**src/rtl/uart_pkg.sv**
```systemverilog
// Shared types and constants for the counter UART transmitter.
package uart_pkg;

    typedef enum logic [1:0] {
        IDLE,
        START,
        DATA,
        STOP
    } uart_state_e;

    localparam int UART_DATA_W     = 8;
    localparam int UART_FRAME_BITS = UART_DATA_W + 2;

    // Width of a counter that must hold 0..n-1; never narrower than one bit.
    function automatic int baud_cnt_w(input int n);
        return (n <= 2) ? 1 : $clog2(n);
    endfunction

endpackage

```
**src/rtl/uart_baud_gen.sv**
```systemverilog
// Bit-period timer: pulses tick on the last cycle of every CLKS_PER_BIT-cycle slot.
module uart_baud_gen
    import uart_pkg::*;
#(
    parameter int CLKS_PER_BIT = 10
) (
    input  logic clk,
    input  logic rst,
    input  logic clear,
    output logic tick
);

    localparam int                CNT_W   = baud_cnt_w(CLKS_PER_BIT);
    localparam logic [CNT_W-1:0]  CNT_MAX = CNT_W'(CLKS_PER_BIT - 1);

    logic [CNT_W-1:0] cnt_q;
    logic [CNT_W-1:0] cnt_d;

    assign tick = !clear && (cnt_q == CNT_MAX);

    always_comb begin
        cnt_d = cnt_q + CNT_W'(1);
        if (clear || tick) begin
            cnt_d = '0;
        end
    end

    always_ff @(posedge clk) begin
        if (rst) begin
            cnt_q <= '0;
        end else begin
            cnt_q <= cnt_d;
        end
    end

endmodule

```
**src/rtl/count_uart_tx.sv**
```systemverilog
// Serialises one accepted byte per 8N1 frame onto a registered, idle-high tx line.
module count_uart_tx
    import uart_pkg::*;
#(
    parameter int CLKS_PER_BIT = 10,
    parameter int DATA_W       = UART_DATA_W
) (
    input  logic              clk,
    input  logic              rst,
    input  logic              in_valid,
    input  logic [DATA_W-1:0] in_data,
    output logic              in_ready,
    output logic              tx,
    output logic              busy
);

    localparam int               BIT_W    = baud_cnt_w(DATA_W);
    localparam logic [BIT_W-1:0] LAST_BIT = BIT_W'(DATA_W - 1);

    uart_state_e       state_q, state_d;
    logic [DATA_W-1:0] shift_q, shift_d;
    logic [BIT_W-1:0]  bit_q, bit_d;
    logic              tx_q, tx_d;
    logic              tick;

    // Holding the timer cleared in IDLE means every bit slot starts at count 0;
    // all other state changes happen on tick, where the timer wraps anyway.
    uart_baud_gen #(
        .CLKS_PER_BIT(CLKS_PER_BIT)
    ) u_baud (
        .clk  (clk),
        .rst  (rst),
        .clear(state_q == IDLE),
        .tick (tick)
    );

    assign in_ready = (state_q == IDLE);
    assign busy     = !in_ready;
    assign tx       = tx_q;

    always_comb begin
        state_d = state_q;
        shift_d = shift_q;
        bit_d   = bit_q;
        case (state_q)
            IDLE: begin
                if (in_valid) begin
                    shift_d = in_data;
                    bit_d   = '0;
                    state_d = START;
                end
            end
            START: begin
                if (tick) begin
                    state_d = DATA;
                end
            end
            DATA: begin
                if (tick) begin
                    shift_d = shift_q >> 1;
                    if (bit_q == LAST_BIT) begin
                        bit_d   = '0;
                        state_d = STOP;
                    end else begin
                        bit_d = bit_q + BIT_W'(1);
                    end
                end
            end
            STOP: begin
                if (tick) begin
                    state_d = IDLE;
                end
            end
            default: state_d = IDLE;
        endcase
    end

    // tx is registered from the next state so the line level lines up with the state.
    always_comb begin
        tx_d = 1'b1;
        case (state_d)
            START:   tx_d = 1'b0;
            DATA:    tx_d = shift_d[0];
            default: tx_d = 1'b1;
        endcase
    end

    always_ff @(posedge clk) begin
        if (rst) begin
            state_q <= IDLE;
            shift_q <= '0;
            bit_q   <= '0;
            tx_q    <= 1'b1;
        end else begin
            state_q <= state_d;
            shift_q <= shift_d;
            bit_q   <= bit_d;
            tx_q    <= tx_d;
        end
    end

endmodule

```
**config.mk**
```make
export PLATFORM = sky130hd
export DESIGN_NAME = count_uart_tx
export DESIGN_NICKNAME = d
export VERILOG_FILES = /design/src/rtl/uart_pkg.sv /design/src/rtl/uart_baud_gen.sv /design/src/rtl/count_uart_tx.sv
export SDC_FILE = /design/constraint.sdc
export NUM_CORES = 1
export LEC_CHECK = 0
export ABC_AREA = 1
export CAP_MARGIN = 10
export CORE_ASPECT_RATIO = 1.4
export CORE_MARGIN = 2
export CORE_UTILIZATION = 41
export CTS_CLUSTER_DIAMETER = 100
export DETAILED_ROUTE_END_ITERATION = 10
export PLACE_DENSITY = 0.66
export SLEW_MARGIN = 15
export SYNTH_ARGS = -nofsm -noshare
export SYNTH_HDL_FRONTEND = slang
export SYNTH_HIERARCHICAL = 1
export SYNTH_SLANG_ARGS = --single-unit
```
**constraint.sdc**
```tcl
create_clock -name clk -period 1.6 [get_ports clk]
set_input_delay 0.16 -clock clk [delete_from_list [all_inputs] [get_ports clk]]
set_output_delay 0.16 -clock clk [all_outputs]
set_load 0.02 [all_outputs]
```
==> qor.tcl, run 1 <==
set qor(post_synth_instance_area_sq_um) 903
set qor(grt_first_pass_wirelength_microns) 3150
set qor(endpoint_kind) {primary output}
set qor(drcViolationCount) 0
set qor(die_width_microns) 43.7
set qor(setup_tns_ps) 0
set qor(reg2regPathDepth) 11
set qor(post_drt_wl_per_cell_microns) 10.9
set qor(min_period_over_period_pct) 90.1
set qor(fp.coreArea_sq_um) 2130
set qor(relSlewSlack_pct) 85.4
set qor(worst_case_vdd_ir_drop_uv) 511
set qor(synthToLayoutAreaGrowth_pct) 24.5
set qor(via_count_of_the_first_global_routing_pass) 774
set qor(power.internal_w) 0.000620
set qor(die_h_microns) 59.5
set qor(hold-path-cell-count) 3
set qor(final.min_clock_period_ps) 1440
set qor(status) {complete, no violations}
set qor(floorplan.rows) 20
set qor(clock_network_fraction_of_total_power_pct) 26.1
set qor(initial_core_util_pct) 42.5
set qor(leakage_dissipation_nw) 0.479
set qor(overflow) 0
set qor(hold_class) {in2reg}
set qor(setup-violations-final) 0
set qor(fin_hold_viols) 0
set qor(synthDistinctLibCells) 20
set qor(clk_latency_ps) 290
set qor(buffer_ports.inserted) 13
set qor(syn_area_per_cell_sq_um) 7.23
set qor(ff2ff_setup_slack_ps) 160
set qor(critical_path.slowest_cell) {sky130_fd_sc_hd__dfxtp_2}
set qor(slowest_delay_ps) 370
set qor(worstMarginPinSlew_ps) 219
set qor(cp_cell_sequence) {nor2_2, buf_4, dlygate4sd2_1}
set qor(worst_r2r_endpoint) {tx$_SDFF_PP1_}
set qor(worstSetupStartpointType) {flip-flop}
set qor(drtAntennaViolNets) 0
set qor(max_cap_violations) 0
set qor(netSwitchingFraction_pct) 25.9
set qor(num_vias) 852
set qor(clk_transition_reported_paths_ps) 100
set qor(cts_made_buffers) 3
set qor(drt_pre_antenna_iters) 6
set qor(number_of_vias_per_cell_after_detailed_routing) 5.07
set qor(critPathKind) {reg2out}
set qor(drt_wl_total_microns) 1830
set qor(first_iter_violations) 8
set qor(cp_data_arrival_time_ps) 1280
set qor(gpl.final_weighted_congestion) 0.767
set qor(finClkSkew_ps) 6.90
set qor(pwr_density_cell_nw_per_um2) 744
set qor(critical_path.reg2reg.startpoint) {u_baud/cnt_q[1]$_SDFF_PP0_}
set qor(finish.net_count) 163
set qor(power_frac_comb_pct) 16.2
set qor(netlist_instances) 125
set qor(rsz0062_at_grt) {no}
set qor(mappedNetlistNets) 140
set qor(floorplan.die_area_sq_um) 2600
set qor(synth-seq-cells) 18
set qor(number_of_antenna_violations_at_the_first_check_in_global_routing) 0
set qor(ys_seq_area_share_pct) 39.9
set qor(tritoncts_num_sinks) 18
set qor(total_switching_power_w) 0.000217
set qor(number_of_buffers_on_the_longest_clock_path) 2
set qor(final_area_sq_um) 1120
set qor(pin_count) 14
set qor(max_clock_freq_mhz) 694
set qor(timing.final.max_slew_violations) 0
set qor(cts_max_level) 1
set qor(drive_gt1_share_pct) 17.8
set qor(share_seq_of_total_power_pct) 57.7
set qor(critical_path_required_ps) 1440
set qor(global_routing_usage_summed_across_all_routing_layers_pct) 15.9
set qor(place.detailed.hpwl_microns) 1390
set qor(tritoncts_clock_tree) {yes}
set qor(min_delay_worst_endpoint) {shift_q[7]$_SDFFE_PP0P_}
set qor(postPlaceCellArea_sq_um) 1080
set qor(worstPathMaxFanout) 6
set qor(antenna_cells) 0
set qor(holdCritStartpoint) {in_data[7]}
set qor(largest_net_degree_at_the_start_of_global_routing) 13
set qor(cts_root_buf) {sky130_fd_sc_hd__clkbuf_4}
set qor(yosys_warnings) 6
==> what timing repair did <==
| action | CTS | global route |
|---|---|---|
| gates resized for setup | 3 | 4 |
| setup buffers | 0 | 1 |
| hold buffers | 0 | 0 |
| pin swaps | 0 | 1 |
| setup endpoints to repair | 2 | 1 |
| gates cloned | 0 | 1 |
==> worst max-delay path by stage <==
stage | from | to | slack [ps] | cells past startpoint
after floorplan | state_q[1]$_SDFF_PP0_ | tx$_SDFF_PP1_ | 40 | 9
after global placement | u_baud/cnt_q[1]$_SDFF_PP0_ | tx$_SDFF_PP1_ | 130 | 11
after detailed placement | u_baud/cnt_q[1]$_SDFF_PP0_ | tx$_SDFF_PP1_ | 80 | 11
after CTS | u_baud/cnt_q[1]$_SDFF_PP0_ | tx$_SDFF_PP1_ | 60 | 11
after global routing | u_baud/cnt_q[1]$_SDFF_PP0_ | tx$_SDFF_PP1_ | 20 | 11
final | state_q[0]$_SDFF_PP0_ | in_ready | 160 | 3
==> sequential cells by signal, summed over array words and instances, names as in the netlist <==
name          cells
state_q           2
tx                1
bit_q             3
u_baud/cnt_q      4
shift_q           8
==> routing by layer <==
layer | share of wire [%] | track usage (%)
met2 | 54 | 28.8
met1 | 40 | 17.9
met4 | 2.0 | 7.79
met5 | 0 | 0
met3 | 3.8 | 1.83
==> layout by cell type (no fill, tap or decap), types with 2 or more instances in the layout <==
| cell | count |
|---|---|
| sky130_fd_sc_hd__a21oi_1 | 17 |
| sky130_fd_sc_hd__a21oi_2 | 2 |
| sky130_fd_sc_hd__buf_4 | 6 |
| sky130_fd_sc_hd__clkbuf_4 | 3 |
| sky130_fd_sc_hd__clkdlybuf4s50_1 | 11 |
| sky130_fd_sc_hd__dfxtp_1 | 16 |
| sky130_fd_sc_hd__dfxtp_2 | 2 |
| sky130_fd_sc_hd__dlygate4sd2_1 | 2 |
| sky130_fd_sc_hd__ha_1 | 4 |
| sky130_fd_sc_hd__inv_1 | 9 |
| sky130_fd_sc_hd__inv_2 | 3 |
| sky130_fd_sc_hd__nand2_1 | 29 |
| sky130_fd_sc_hd__nand2_4 | 2 |
| sky130_fd_sc_hd__nand3_1 | 9 |
| sky130_fd_sc_hd__nand4_1 | 2 |
| sky130_fd_sc_hd__nor2_1 | 16 |
| sky130_fd_sc_hd__nor2_2 | 4 |
| sky130_fd_sc_hd__o21ai_0 | 3 |
==> kinds of logic (layout without fill, tap and decap cells) <==
family / count (synthesis) / after routing / synth area share [%]
xor+xnor: 1 / 1 / 0.970
flops: 18 / 18 / 39.9
fa+ha+maj: 4 / 4 / 5.54
buf+inv: 15 / 36 / 7.48
simple gates: 64 / 64 / 31.3
compound gates: 23 / 23 / 14.8
==> per-stage QoR <==
step	setup slack [ps]	util [%]	std cells	power, W	hold WS [ps]
after floorplan	44.9	-	125	0.000569	229
after global placement	131	51.0	163	0.000630	447
after detailed placement	79.8	51.0	163	0.000632	456
after CTS	60.8	52.0	166	0.000846	428
after global routing	16.5	52.9	168	0.000876	470
final	159	52.9	168	0.000837	431
==> layout make-up <==
cell class              count  area, sq um
inverters                  13         53.8
well taps                  22         27.5
repair buffers             20          178
fillers                   206         1000
flip-flops and latches     18          363
multi-input cells          92          480
clock buffers               3         22.5
==> power groups by stage <==
stage                     Sequential (W)  Clock (W)  Combinational [W]
after CTS                       0.000483   0.000226           0.000137
after global placement          0.000492          0           0.000138
after floorplan                 0.000493          0          0.0000756
after detailed placement        0.000493          0           0.000140
final                           0.000483   0.000218           0.000136
after global routing            0.000486   0.000236           0.000153
==> Yosys cell counts <==
cell type | instances | share of area, %
sky130_fd_sc_hd__o21ai_4 | 1 | 1.8
sky130_fd_sc_hd__nand3b_1 | 1 | 0.83
sky130_fd_sc_hd__nand3_1 | 9 | 5.0
sky130_fd_sc_hd__xnor2_1 | 1 | 0.97
sky130_fd_sc_hd__inv_2 | 3 | 1.2
sky130_fd_sc_hd__nor2_1 | 18 | 7.5
sky130_fd_sc_hd__nand2_4 | 2 | 2.5
sky130_fd_sc_hd__a21oi_2 | 2 | 1.9
sky130_fd_sc_hd__inv_1 | 9 | 3.7
sky130_fd_sc_hd__dlygate4sd1_1 | 1 | 0.97
sky130_fd_sc_hd__buf_2 | 1 | 0.55
sky130_fd_sc_hd__inv_6 | 1 | 0.97
sky130_fd_sc_hd__nor2_2 | 2 | 1.4
sky130_fd_sc_hd__nand4_1 | 2 | 1.4
sky130_fd_sc_hd__o21ai_0 | 3 | 1.7
sky130_fd_sc_hd__ha_1 | 4 | 5.5
sky130_fd_sc_hd__a21oi_1 | 17 | 9.4
sky130_fd_sc_hd__nand2_1 | 29 | 12
sky130_fd_sc_hd__nand2_2 | 1 | 0.69
sky130_fd_sc_hd__dfxtp_1 | 18 | 40
==> critical path, delay by kind of cell, from the launching register on <==
family / cells / cell delay (ps)
DFF: 1 / 370
and+or+nand+nor: 1 / 120
buffers and inverters: 2 / 490
(Power assumes the default switching activity.)
==> inputs of run 2 (changes only) <==
--- a/config.mk
+++ b/config.mk
@@ -7,12 +7,12 @@
 export LEC_CHECK = 0
 export ABC_AREA = 1
 export CAP_MARGIN = 10
-export CORE_ASPECT_RATIO = 1.4
+export CORE_ASPECT_RATIO = 1.25
 export CORE_MARGIN = 2
 export CORE_UTILIZATION = 41
 export CTS_CLUSTER_DIAMETER = 100
+export CTS_CLUSTER_SIZE = 8
 export DETAILED_ROUTE_END_ITERATION = 10
-export PLACE_DENSITY = 0.66
 export SLEW_MARGIN = 15
 export SYNTH_ARGS = -nofsm -noshare
 export SYNTH_HDL_FRONTEND = slang
==> constraint.sdc (replaced) <==
create_clock -name clk -period 1.75 [get_ports clk]
set_input_delay 0.175 -clock clk [delete_from_list [all_inputs] [get_ports clk]]
set_output_delay 0.175 -clock clk [all_outputs]
set_load 0.02 [all_outputs]
==> run 2 against run 1 <==
Critical path depth increased by 8. Clock skew decreased by 3.3 ps. Clock-buffer cell count unchanged. Wire length increased by 1.4%. Global-route usage increased by 0.35 points. Utilization decreased by 1.2 points. Total power decreased by 7.7%. Clock power decreased by 4%. Highest routed layer unchanged.
==> qor.tcl, run 2 (same netlist as run 1, synthesis figures left out) <==
set qor(status) {complete, no violations}
set qor(worst_case_vdd_ir_drop_uv) 514 ;# +0.67%
set qor(tritoncts_num_sinks) 18 ;# unchanged
set qor(drtAntennaViolNets) 0 ;# unchanged
set qor(first_iter_violations) 8 ;# unchanged
set qor(number_of_buffers_on_the_longest_clock_path) 2 ;# unchanged
set qor(fill_cells) 216 ;# +4.9%
set qor(buffer_ports.inserted) 13 ;# unchanged
set qor(floorplan.rows) 19 ;# -5.0%
set qor(layout.area.seq_sq_um) 362 ;# -0.34%
set qor(clk_transition_reported_paths_ps) 100 ;# about the same
set qor(endpoint_kind) {flip-flop}
set qor(fin_hold_viols) 0 ;# unchanged
set qor(setup_tns_ps) 0 ;# unchanged
set qor(post_drt_wl_per_cell_microns) 11.4 ;# +4.5%
set qor(number_of_buffers_inserted_by_post_cts_setup_repair) 0 ;# unchanged
set qor(place.detailed.hpwl_microns) 1420 ;# +2.4%
set qor(largest_register_ff_count) 8 ;# unchanged
set qor(final.min_clock_period_ps) 1510
set qor(final_common_cell) {sky130_fd_sc_hd__nand2_1}
set qor(via_count_of_the_first_global_routing_pass) 783 ;# +1.2%
set qor(min_period_over_period_pct) 86.5
set qor(floorplan.die_area_sq_um) 2600 ;# -0.11%
set qor(max_clock_freq_mhz) 660
set qor(cp_data_arrival_time_ps) 1710 ;# +430 ps
set qor(drt_wl_total_microns) 1850 ;# +1.4%
set qor(pwr_density_cell_nw_per_um2) 699 ;# -6.0%
set qor(cts_made_buffers) 3 ;# unchanged
set qor(clk_latency_ps) 300 ;# about the same
set qor(synthToLayoutAreaGrowth_pct) 22.3
set qor(finish.net_count) 159 ;# -2.5%
set qor(worstMarginPinSlew_ps) 226 ;# +6.94 ps
set qor(cts_root_buf) {sky130_fd_sc_hd__clkbuf_4}
set qor(mostFrequentLayoutCells) {sky130_fd_sc_hd__nand2_1 (29), sky130_fd_sc_hd__a21oi_1 (17), sky130_fd_sc_hd__nor2_1 (17), sky130_fd_sc_hd__dfxtp_1 (17), sky130_fd_sc_hd__clkdlybuf4s50_1 (11)}
set qor(critical_path_required_ps) 1950 ;# +510 ps
set qor(worstPathMaxFanout) 12 ;# +6
set qor(finClkSkew_ps) 3.57 ;# -3.33 ps
set qor(largest_net_degree_at_the_start_of_global_routing) 13 ;# unchanged
set qor(pin_count) 14 ;# unchanged
set qor(number_of_antenna_violations_at_the_first_check_in_global_routing) 0 ;# unchanged
set qor(fp.coreArea_sq_um) 2140 ;# +0.59%
set qor(tritoncts_clock_tree) {yes}
set qor(relSlewSlack_pct) 84.9 ;# -0.45 points
set qor(grt_first_pass_wirelength_microns) 3130 ;# -0.67%
set qor(drive_gt1_share_pct) 14.1 ;# -3.7 points
set qor(critPathKind) {reg2reg}
set qor(die_h_microns) 56.5 ;# -5.1%
set qor(area_taken_by_multi_input_logic_gates_sq_um) 483 ;# +0.52%
set qor(global_routing_usage_summed_across_all_routing_layers_pct) 16.3 ;# +0.35 points
set qor(timing.final.max_slew_violations) 0 ;# unchanged
set qor(number_of_vias_per_cell_after_detailed_routing) 5.14 ;# +1.4%
set qor(initial_core_util_pct) 42.2 ;# -0.25 points
set qor(drcViolationCount) 0 ;# unchanged
set qor(layout.cells.non_filler) 163 ;# -3.0%
set qor(largest_registers_ranked_by_flip_flop_count) {shift_q: 8 flops, u_baud/cnt_q: 4 flops, bit_q: 3 flops}
set qor(num_vias) 838 ;# -1.6%
set qor(max_cap_violations) 0 ;# unchanged
set qor(hold_class) {in2reg}
set qor(gpl.final_weighted_congestion) 0.760 ;# -0.85%
set qor(die_width_microns) 46.0 ;# +5.3%
set qor(cts_max_level) 1 ;# unchanged
set qor(drt_pre_antenna_iters) 4 ;# -2
set qor(setup-violations-final) 0 ;# unchanged
set qor(worst_hold_slack_ps) 428 ;# -2.96 ps
set qor(overflow) 0 ;# unchanged
set qor(largest-register) {shift_q}
set qor(leakage_dissipation_nw) 0.476 ;# -0.51%
set qor(worstSetupStartpointType) {flip-flop}
set qor(placed_cells) 160 ;# -1.8%
set qor(number_of_buffers_inserted_for_hold_repair_after_clock_tree_synthesis) 0 ;# unchanged
set qor(rsz0062_at_grt) {no}
set qor(antenna_cells) 0 ;# unchanged
-- run 2: changes by cell type in the layout (fill, tap and decap cells not counted), moves of 2 or more --
cell / change
sky130_fd_sc_hd__buf_4: -3
sky130_fd_sc_hd__dlygate4sd2_1: -2
sky130_fd_sc_hd__nor2_2: -2
sky130_fd_sc_hd__dlymetal6s2s_1: +2
-- run 2: per-stage QoR --
step	total power, W	area (sq um)	setup WS (ps)	util, %
2_1_floorplan	0.000520	903	195	-
3_3_place_gp	0.000571	1070	184	49.9
3_5_place_dp	0.000573	1070	146	49.9
4_1_cts	0.000783	1100	9.77	51.3
5_1_grt	0.000821	1100	49.1	51.6
6_report	0.000772	1100	236	51.6
-- run 2: per-layer routing --
layer | up-vias | GRT usage (%) | wire length, microns
met5 | - | 0 | 0
met1 | 367 | 18.2 | 789
li1 | 440 | - | -
met2 | 26 | 28.2 | 934
met3 | 5 | 2.89 | 89
met4 | 0 | 7.35 | 41
-- run 2: worst max-delay path: stages (launching register included) --
cell and delay (ps):
sky130_fd_sc_hd__dfxtp_1 380, sky130_fd_sc_hd__inv_1 60, sky130_fd_sc_hd__ha_1 170, sky130_fd_sc_hd__nand2_1 90, sky130_fd_sc_hd__nor2_1 60, sky130_fd_sc_hd__buf_4 180, sky130_fd_sc_hd__nand3_1 100, sky130_fd_sc_hd__inv_1 60
sky130_fd_sc_hd__nor2_2 130, sky130_fd_sc_hd__nand2_1 70, sky130_fd_sc_hd__nand2_1 60, sky130_fd_sc_hd__nand3_1 60
-- run 2: area by class of cell --
type | count | share of cell area (%)
Inverter | 13 | 4.87
Timing Repair Buffer | 16 | 14.3
Tap cell | 21 | 2.38
Sequential cell | 18 | 32.7
Clock buffer | 3 | 2.04
Multi-Input combinational cell | 92 | 43.7
-- run 2: what timing repair did --
| action | in CTS | in global routing |
|---|---|---|
| endpoints found under the setup margin | 1 | 3 |
| gates cloned | 0 | 0 |
| resized for setup | 2 | 3 |
-- run 2: final timing paths --
check	start	endpoint	slack, ps	cells after the start
max	u_baud/cnt_q[1]$_SDFF_PP0_	tx$_SDFF_PP1_	240	11
min	in_data[7]	shift_q[7]$_SDFFE_PP0P_	430	3
max reg2reg	u_baud/cnt_q[1]$_SDFF_PP0_	tx$_SDFF_PP1_	240	11
min reg2reg	shift_q[1]$_SDFFE_PP0P_	shift_q[1]$_SDFFE_PP0P_	470	2
-- run 2: power by group --
group	switching (W)	internal, W	total [W]
sequential	0.0000140	0.000429	0.000443
clock	0.000128	0.0000804	0.000209
combinational	0.0000643	0.0000563	0.000121
